**config.mk**
```make
export PLATFORM = sky130hd
export DESIGN_NAME = step_sequencer_flat
export DESIGN_NICKNAME = d
export VERILOG_FILES = /design/src/rtl/step_sequencer_if.sv /design/src/rtl/step_sequencer.sv /design/src/flat_wrapper.sv
export SDC_FILE = /design/constraint.sdc
export NUM_CORES = 1
export LEC_CHECK = 0
export CORE_MARGIN = 8
export CORE_UTILIZATION = 30
export DETAILED_ROUTE_END_ITERATION = 8
export HOLD_SLACK_MARGIN = 0.06
export PLACE_DENSITY = 0.53
export RECOVER_POWER = 100
export SLEW_MARGIN = 40
export SYNTH_ARGS = -nofsm -noshare
export SYNTH_HDL_FRONTEND = slang
export SYNTH_SLANG_ARGS = --single-unit
```
**constraint.sdc**
```tcl
create_clock -name clk -period 2.3 [get_ports clk]
set_clock_uncertainty 0.1 [all_clocks]
set_input_delay 0.46 -clock clk [delete_from_list [all_inputs] [get_ports clk]]
set_output_delay 0.46 -clock clk [all_outputs]
set_load 0.02 [all_outputs]
```
**src/rtl/step_sequencer_if.sv**
```systemverilog
// step_sequencer_if: control inputs and step/status outputs of the microcode step sequencer
//   master: drives clk_en, i_adv, i_len, i_halt, i_resume, i_single_step, i_step_btn
//   slave : drives o_step, o_step_onehot, o_fetch, o_last, o_halted, o_instr_done, o_instr_count
interface step_sequencer_if #(
    parameter int MAX_STEPS   = 8,
    parameter int COUNT_WIDTH = 16
);
    localparam int SW = $clog2(MAX_STEPS);
    localparam int LW = $clog2(MAX_STEPS + 1);
    logic                   clk_en;
    logic                   i_adv;
    logic [LW-1:0]          i_len;
    logic                   i_halt;
    logic                   i_resume;
    logic                   i_single_step;
    logic                   i_step_btn;
    logic [SW-1:0]          o_step;
    logic [MAX_STEPS-1:0]   o_step_onehot;
    logic                   o_fetch;
    logic                   o_last;
    logic                   o_halted;
    logic                   o_instr_done;
    logic [COUNT_WIDTH-1:0] o_instr_count;
    modport master (
        output clk_en, i_adv, i_len, i_halt, i_resume, i_single_step, i_step_btn,
        input  o_step, o_step_onehot, o_fetch, o_last, o_halted, o_instr_done, o_instr_count
    );
    modport slave (
        input  clk_en, i_adv, i_len, i_halt, i_resume, i_single_step, i_step_btn,
        output o_step, o_step_onehot, o_fetch, o_last, o_halted, o_instr_done, o_instr_count
    );
endinterface

```
**src/rtl/step_sequencer.sv**
```systemverilog
// step_sequencer: microcode step counter with fetch phase, early end, halt and single-step
//   clk, rst : clock and asynchronous active-high reset
//   bus      : step_sequencer_if.slave (control inputs, step index/decode, status, retired count)
module step_sequencer #(
    parameter int MAX_STEPS   = 8,
    parameter int FETCH_STEPS = 2,
    parameter int COUNT_WIDTH = 16
) (
    input logic              clk,
    input logic              rst,
    step_sequencer_if.slave  bus
);
    localparam int SW = $clog2(MAX_STEPS);
    localparam int LW = $clog2(MAX_STEPS + 1);
    typedef enum logic {RUN, HALT} state_t;
    state_t                 state_q, state_d;
    logic [SW-1:0]          step_q, step_d;
    logic [COUNT_WIDTH-1:0] count_q, count_d;
    logic                   done_q, done_d;
    logic                   btn_prev_q, btn_prev_d;
    logic [LW-1:0]          eff_len;
    logic [LW-1:0]          step_ext;
    logic                   run;
    logic                   fetch;
    logic                   adv_early;
    logic                   wrap;
    logic                   btn_rise;
    logic                   adv_ok;
    assign eff_len = (bus.i_len == '0 || bus.i_len > LW'(MAX_STEPS)) ? LW'(MAX_STEPS) :
                     (bus.i_len <= LW'(FETCH_STEPS)) ? LW'(FETCH_STEPS + 1) : bus.i_len;
    assign step_ext  = LW'(step_q);
    assign run       = state_q == RUN;
    assign fetch     = step_ext < LW'(FETCH_STEPS);
    assign adv_early = bus.i_adv & ~fetch;
    // Wrap uses >= so a length shortened below the current step still ends the instruction.
    assign wrap      = (step_ext >= eff_len - LW'(1)) | adv_early;
    assign btn_rise  = bus.i_step_btn & ~btn_prev_q;
    assign adv_ok    = bus.clk_en & run & ~bus.i_halt & (~bus.i_single_step | btn_rise);
    always_comb begin
        state_d    = run ? ((bus.clk_en & bus.i_halt) ? HALT : RUN)
                         : ((bus.clk_en & bus.i_resume & ~bus.i_halt) ? RUN : HALT);
        step_d     = adv_ok ? (wrap ? '0 : step_q + SW'(1)) : step_q;
        count_d    = (adv_ok & wrap) ? count_q + COUNT_WIDTH'(1) : count_q;
        done_d     = adv_ok & wrap;
        btn_prev_d = bus.clk_en ? bus.i_step_btn : btn_prev_q;
    end
    always_ff @(posedge clk or posedge rst) begin
        if (rst) begin
            state_q    <= RUN;
            step_q     <= '0;
            count_q    <= '0;
            done_q     <= 1'b0;
            btn_prev_q <= 1'b0;
        end else begin
            state_q    <= state_d;
            step_q     <= step_d;
            count_q    <= count_d;
            done_q     <= done_d;
            btn_prev_q <= btn_prev_d;
        end
    end
    assign bus.o_step        = step_q;
    assign bus.o_step_onehot = MAX_STEPS'(1) << step_q;
    assign bus.o_fetch       = fetch;
    assign bus.o_last        = (step_ext == eff_len - LW'(1)) | adv_early;
    assign bus.o_halted      = ~run;
    assign bus.o_instr_done  = done_q;
    assign bus.o_instr_count = count_q;
endmodule

```
**src/flat_wrapper.sv**
```systemverilog
// flat-port wrapper written by rule: the top's interface ports become plain ports
module step_sequencer_flat 
#(
    parameter int MAX_STEPS   = 8,
    parameter int FETCH_STEPS = 2,
    parameter int COUNT_WIDTH = 16
)
  (clk, rst, bus_clk_en, bus_i_adv, bus_i_len, bus_i_halt, bus_i_resume, bus_i_single_step, bus_i_step_btn, bus_o_step, bus_o_step_onehot, bus_o_fetch, bus_o_last, bus_o_halted, bus_o_instr_done, bus_o_instr_count);
  step_sequencer_if #(.MAX_STEPS(MAX_STEPS), .COUNT_WIDTH(COUNT_WIDTH)) bus_i ();
  input logic clk;
  input logic rst;
  input wire logic [$bits(bus_i.clk_en)-1:0] bus_clk_en;
  input wire logic [$bits(bus_i.i_adv)-1:0] bus_i_adv;
  input wire logic [$bits(bus_i.i_len)-1:0] bus_i_len;
  input wire logic [$bits(bus_i.i_halt)-1:0] bus_i_halt;
  input wire logic [$bits(bus_i.i_resume)-1:0] bus_i_resume;
  input wire logic [$bits(bus_i.i_single_step)-1:0] bus_i_single_step;
  input wire logic [$bits(bus_i.i_step_btn)-1:0] bus_i_step_btn;
  output wire logic [$bits(bus_i.o_step)-1:0] bus_o_step;
  output wire logic [$bits(bus_i.o_step_onehot)-1:0] bus_o_step_onehot;
  output wire logic [$bits(bus_i.o_fetch)-1:0] bus_o_fetch;
  output wire logic [$bits(bus_i.o_last)-1:0] bus_o_last;
  output wire logic [$bits(bus_i.o_halted)-1:0] bus_o_halted;
  output wire logic [$bits(bus_i.o_instr_done)-1:0] bus_o_instr_done;
  output wire logic [$bits(bus_i.o_instr_count)-1:0] bus_o_instr_count;
  assign bus_i.clk_en = bus_clk_en;
  assign bus_i.i_adv = bus_i_adv;
  assign bus_i.i_len = bus_i_len;
  assign bus_i.i_halt = bus_i_halt;
  assign bus_i.i_resume = bus_i_resume;
  assign bus_i.i_single_step = bus_i_single_step;
  assign bus_i.i_step_btn = bus_i_step_btn;
  assign bus_o_step = bus_i.o_step;
  assign bus_o_step_onehot = bus_i.o_step_onehot;
  assign bus_o_fetch = bus_i.o_fetch;
  assign bus_o_last = bus_i.o_last;
  assign bus_o_halted = bus_i.o_halted;
  assign bus_o_instr_done = bus_i.o_instr_done;
  assign bus_o_instr_count = bus_i.o_instr_count;
  step_sequencer #(.MAX_STEPS(MAX_STEPS), .FETCH_STEPS(FETCH_STEPS), .COUNT_WIDTH(COUNT_WIDTH)) u_core (.clk(clk), .rst(rst), .bus(bus_i));
endmodule
```
; Word level (Yosys, flattened, before mapping)
; Index checks and enable logic that the tools add are counted.
[totals]
regBits = 22
out_inout_bits = 31
word_cells = 39
[op_classes]
add_sub_neg = 3
order_cmp = 4
eq_ne = 1
n_shift = 1
muxes = 6
n_bitwise = 17
n_reduce_logical = 2
[ops]
columns = operator, count
row1 = "16-bit by 1-bit adder with 16-bit output, second input constant", 1
row2 = 1-bit AND, 9
row3 = 4-bit two-way mux, 2
row4 = "1-bit by 3-bit left shift with 8-bit output, first input constant", 1
row5 = 1-bit inverter, 5
row6 = 3-bit by 4-bit equality test with 1-bit output, 1
row7 = 3-bit by 4-bit greater-or-equal comparator with 1-bit output, 1
row8 = "4-bit greater-than comparator, second input constant", 1
row9 = "4-bit by 2-bit <= comparator with 1-bit output, second input constant", 1
row10 = 4-bit zero test, 1
row11 = "4-bit by 1-bit subtractor with 4-bit output, second input constant", 1
row12 = "3-bit by 1-bit adder with 3-bit output, second input constant", 1
row13 = "3-bit by 2-bit < comparator with 1-bit output, second input constant", 1
row14 = 1-bit two-way mux, 3
row15 = 3-bit two-way mux, 1
row16 = 1-bit bitwise OR, 3
row17 = 1-bit logical OR, 1

; Logic depth before layout (Yosys ltp)
[logic_depth]
ltp_word = 7
depth_mapped = 12
ltp_nobuf = 10

; Worst setup path before layout
; OpenSTA, ideal clock, no wires.
[synth_timing]
kind = input to register
start = in bus_i_len[1]
end = reg u_core.count_q[9], in the netlist u_core.bus.o_instr_count[9]
setup_time_ns = 0.080
arrival_time_ns = 2.284
required_time_ns = 2.120
slack_ns = -0.164
cell_stages = 12
path_cell_list = nor2b_1 -> o21bai_1 -> ha_1 -> xnor2_1 -> ha_1 -> nand3_1 -> nand2_1 -> o31a_1 -> buf_4 -> buf_6 -> nand4_1 -> xnor2_1
[synth_between]
elab_chain_len = 7
elab_cells_between_ends = 10
classes_between = add/sub (1) / order compare (3) / mux (2) / bitwise (2) / reduce/logical (2)
[synth_rtl]
columns = item, line_no
row1 = "start, declared", flat_wrapper.sv:14  ; input wire logic [$bits(bus_i.i_len)-1:0] bus_i_len;
row2 = 4-bit by 2-bit <= comparator with 1-bit output (tied with other cells), step_sequencer.sv:30  ; (bus.i_len <= LW'(FETCH_STEPS)) ? LW'(FETCH_STEPS + 1) : bus.i_len;
row3 = 4-bit two-way mux / 1-bit logical OR (equally long branches), "step_sequencer.sv:30, step_sequencer.sv:29"
row4 = 4-bit two-way mux (*), step_sequencer.sv:29  ; assign eff_len = (bus.i_len == '0 || bus.i_len > LW'(MAX_STEPS)) ? LW'(MAX_STEPS) :
row5 = 4-bit by 1-bit subtractor with 4-bit output (*), step_sequencer.sv:36  ; assign wrap = (step_ext >= eff_len - LW'(1)) | adv_early;
row6 = 3-bit by 4-bit greater-or-equal comparator with 1-bit output (*), step_sequencer.sv:36
row7 = 1-bit bitwise OR (*), step_sequencer.sv:36
row8 = 1-bit AND (*), -
row9 = named net u_core.done_d, step_sequencer.sv:19  ; logic done_q, done_d;
row10 = "end signal, assigned", step_sequencer.sv:57  ; count_q <= count_d;
row11 = "end, declared", step_sequencer.sv:18  ; logic [COUNT_WIDTH-1:0] count_q, count_d;
; Mark *: on every way through the listed nets, which the timed path passes. The rest lies on a longest branch.
; A chain may end at the register's enable or synchronous reset.

; Worst setup path after layout
[layout_timing]
start = in bus_i_len[1]
end = reg u_core.count_q[1], in the netlist u_core.bus.o_instr_count[1]
[layout_between]
elab_chain_len = 7
elab_cells_between_ends = 10
classes_between = add/sub (1) / order compare (3) / mux (2) / bitwise (2) / reduce/logical (2)
[layout_rtl]
columns = item, line_no
row1 = 4-bit by 2-bit <= comparator with 1-bit output (tied with other cells), step_sequencer.sv:30
row2 = 4-bit two-way mux / 1-bit logical OR (equally long branches), "step_sequencer.sv:30, step_sequencer.sv:29"
row3 = 4-bit two-way mux (*), step_sequencer.sv:29
row4 = 4-bit by 1-bit subtractor with 4-bit output (*), step_sequencer.sv:36
row5 = 3-bit by 4-bit greater-or-equal comparator with 1-bit output (*), step_sequencer.sv:36
row6 = 1-bit bitwise OR (*), step_sequencer.sv:36
row7 = 1-bit AND (*), step_sequencer.sv:43  ; count_d = (adv_ok & wrap) ? count_q + COUNT_WIDTH'(1) : count_q;
; Every way passes the cells marked *; elsewhere a longest branch is shown, timed or not.

==> metrics <==
run status complete, but fails checks; violations in the final reports negative setup slack; DR WL/cell 14.4 um; Final ANT Viol Nets 0; antenna diode instance count 0; Avg Inst Size Synth 11.3 um2; count of nets after finishing 192; share of final-layout standard cells stronger than drive strength 1 0.292; relative slew slack 0.217; initial standard-cell utilization of the core 0.310; startpoint of the most critical register-to-register path u_core.bus.o_step[1]; largest net degree at the start of global routing 23; critical path data arrival time 2.37 ns; routed wire length 3140 um; synthesized flop and latch total 22; leading cell type in the layout, fill and taps excluded sky130_fd_sc_hd__dlygate4sd3_1; total internal power 995 uW; IR drop worst, VDD 0.532 mV; global routing usage summed across all routing layers 0.0932; type of the setup path with the least slack in -> reg; Max Cap Violations 0; endpoint kind of the worst setup timing path flop; Worst setup SP type input port; clk root buf sky130_fd_sc_hd__clkbuf_8; FFs w/ async S/R, synth 1.00; 1st-pass router iterations 2; Synth-to-Final Area Change 62.8%; Yosys cell types 27; share of synthesized cell area in full adder, half adder and majority cells 0.111; global route total overflow 0; summed negative setup slack over all endpoints -0.0146 ns; Hold Fails Final Rpt 0; top cell family by delay on the critical path compound AO/OA/AOI/OAI gates; commonest cells after routing, fill and taps aside sky130_fd_sc_hd__dlygate4sd3_1, sky130_fd_sc_hd__dfrtp_1, sky130_fd_sc_hd__xnor2_1, sky130_fd_sc_hd__ha_1, sky130_fd_sc_hd__buf_4; core box area 4000 um2; Post-Synth Simple-Gate Area 0.198; share of total power in sequential cells 0.315; total buffers and inverters traversed by the critical path 2; multi-input combinational cell area 797 um2; unrepaired setup endpoints after global routing true; sequential area share after synthesis 0.444; EDFF count, synth 0; detailed-route via count 1,040; required time reported for the critical path endpoint 2.35 ns; number of setup violations in the final report 1; Max Buffers Root-to-Sink 2; xor/xnor cell area share of the yosys netlist 0.113; Worst Hold Class reg -> reg; Switching Share 0.384; total DRC errors in the routed layout 0; sequential standard cell area 552 um2; cell with the largest stage delay on the worst path sky130_fd_sc_hd__o31a_1; Fmax 432 MHz; launching instance or port of the critical path bus_i_len[1]; number of global-route vias before repair 1,068; number of buffer cells added on primary ports 42; count of fill cells added during filler insertion 379; crit share post-route 1.01; number of rows in the core area 23; power per cell area 801 nW/um2; die area 6440 um2; crit-path max FO 5; die height 80.3 um; hold path startpoint u_core.bus.o_instr_count[15]; slack of the critical path -0.0146 ns; via count normalized by instance count 4.77; leading register cell type out of synthesis sky130_fd_sc_hd__dfrtp_1; Period minus WS final 2.31 ns; total clock buffers created by CTS 3; number of warnings issued by yosys 0; ordered list of cells on the worst path buf_6 -> nor2b_4 -> o21bai_4 -> ha_2 -> ha_4 -> nor2b_4 -> o21a_1 -> o31a_1 -> buf_12 -> mux2_2; clock edge transition at the registers on the reported setup and hold paths 0.08 ns; Sink Count 22; combinational share of power 0.513; dominant combinational cell family by area after synthesis simple AND/OR/NAND/NOR gates; number of DRC markers in iteration 0 19; post-route worst hold slack 0.365 ns; antenna violations before repair 0; Top-Level Pins 43; mux cell area share after synthesis 0.0182; max-slew violations 0; Synth Area in Compound Gates 0.0818; clock network latency to the later pin of the worst-skew pair 0.26 ns; die extent in x 80.3 um; measured slew at the worst slew-check pin 1.18 ns; weighted congestion reported at the end of routability-driven placement 0.744; global-route wire length before repair 4870 um; post-synth design cell area 1240 um2; DP HPWL 2310 um; Cells after Synth 110; net count of the mapped netlist 133; share of power burned in the clock network 0.172; CTS tree done; leakage power total 0.000992 uW; library cell appearing most often on the critical path sky130_fd_sc_hd__nor2b_4; Psw 620 uW; slowest stage delay, CP 0.33 ns; # H-tree levels 1
path summary, 6_finish.rpt:
check,end,slack (ns),cells after the start
max,u_core.bus.o_instr_count[1],-0.01,10
min,u_core.bus.o_instr_count[15],0.36,1
max reg2reg,u_core.bus.o_instr_count[1],0.32,6
min reg2reg,u_core.bus.o_instr_count[15],0.36,1
max in group asynchronous,u_core.bus.o_step[1],0.41,3
min in group asynchronous,u_core.bus.o_step[2],0.92,3
through the flow:
stage / instances / instance area (um2) / setup WS (ns) / utilization / power, uW
6_report: 218 / 2020 / -0.0146 / 0.504 / 1610
5_1_grt: 218 / 2020 / -0.100 / 0.504 / 1720
4_1_cts: 218 / 1970 / -0.139 / 0.494 / 1610
3_5_place_dp: 209 / 1790 / -0.846 / 0.446 / 1290
3_3_place_gp: 209 / 1790 / -0.781 / 0.446 / 1280
2_1_floorplan: 110 / 1240 / -0.111 / - / 915
per-layer routing:
metal	routed length (um)	vias up	track usage	part of all wire
met1	1350	494	0.106	0.43
met5	0	-	0	0
met2	1520	34	0.157	0.48
met4	41	0	0.0327	0.013
met3	231	5	0.0335	0.073
li1	-	507	-	-
logic make-up after synthesis:
family,count (synthesis)
AO/OA/AOI/OAI,11
XOR/XNOR,16
adder cells (fa/ha/maj),11
buffers and inverters,8
flip-flops,22
multiplexers,2
AND/OR/NAND/NOR,40
flip-flops by register name, indices dropped and copies added, names as in the netlist:
register	count
u_core.bus.o_step	3
u_core.bus.o_halted	1
u_core.bus.o_instr_count	16
u_core.bus.o_instr_done	1
u_core.btn_prev_q	1
Yosys cell counts, types with 2 or more instances:
cell                        n  share of area
sky130_fd_sc_hd__nor2b_1    7          0.035
sky130_fd_sc_hd__dfrtp_1   22           0.44
sky130_fd_sc_hd__xnor2_1   15           0.11
sky130_fd_sc_hd__mux2_2     2          0.018
sky130_fd_sc_hd__and3_1     5          0.025
sky130_fd_sc_hd__ha_1      11           0.11
sky130_fd_sc_hd__and2_1     5          0.025
sky130_fd_sc_hd__o22ai_1    2          0.010
sky130_fd_sc_hd__o21bai_1   2          0.012
sky130_fd_sc_hd__nand4_1    7          0.035
sky130_fd_sc_hd__nand3_1    6          0.024
sky130_fd_sc_hd__nand2_1    5          0.015
sky130_fd_sc_hd__inv_1      6          0.018
sky130_fd_sc_hd__and4_1     2          0.014
power groups by stage:
stage,Combinational (uW),Sequential (uW),Clock [uW]
after global routing,897,519,306
after CTS,817,503,287
after detailed placement,783,511,0
final,828,508,278
after floorplan,333,581,0
after global placement,773,509,0
repair_timing:
| action | in CTS | in global routing |
|---|---|---|
| pin swaps | 14 | 16 |
| hold buffers | 0 | 0 |
| cloned | 2 | 0 |
| resized for setup | 47 | 18 |
| setup buffers | 4 | 2 |
| setup endpoints to repair | 27 | 23 |
area by class of cell:
cell class / count / area share
repair buffers: 56 / 0.262
clock buffers: 4 / 0.0273
inverters: 6 / 0.0112
well taps: 50 / 0.0310
flip-flops and latches: 22 / 0.274
multi-input cells: 80 / 0.395
No activity file was read; power rests on OpenSTA's default activity.
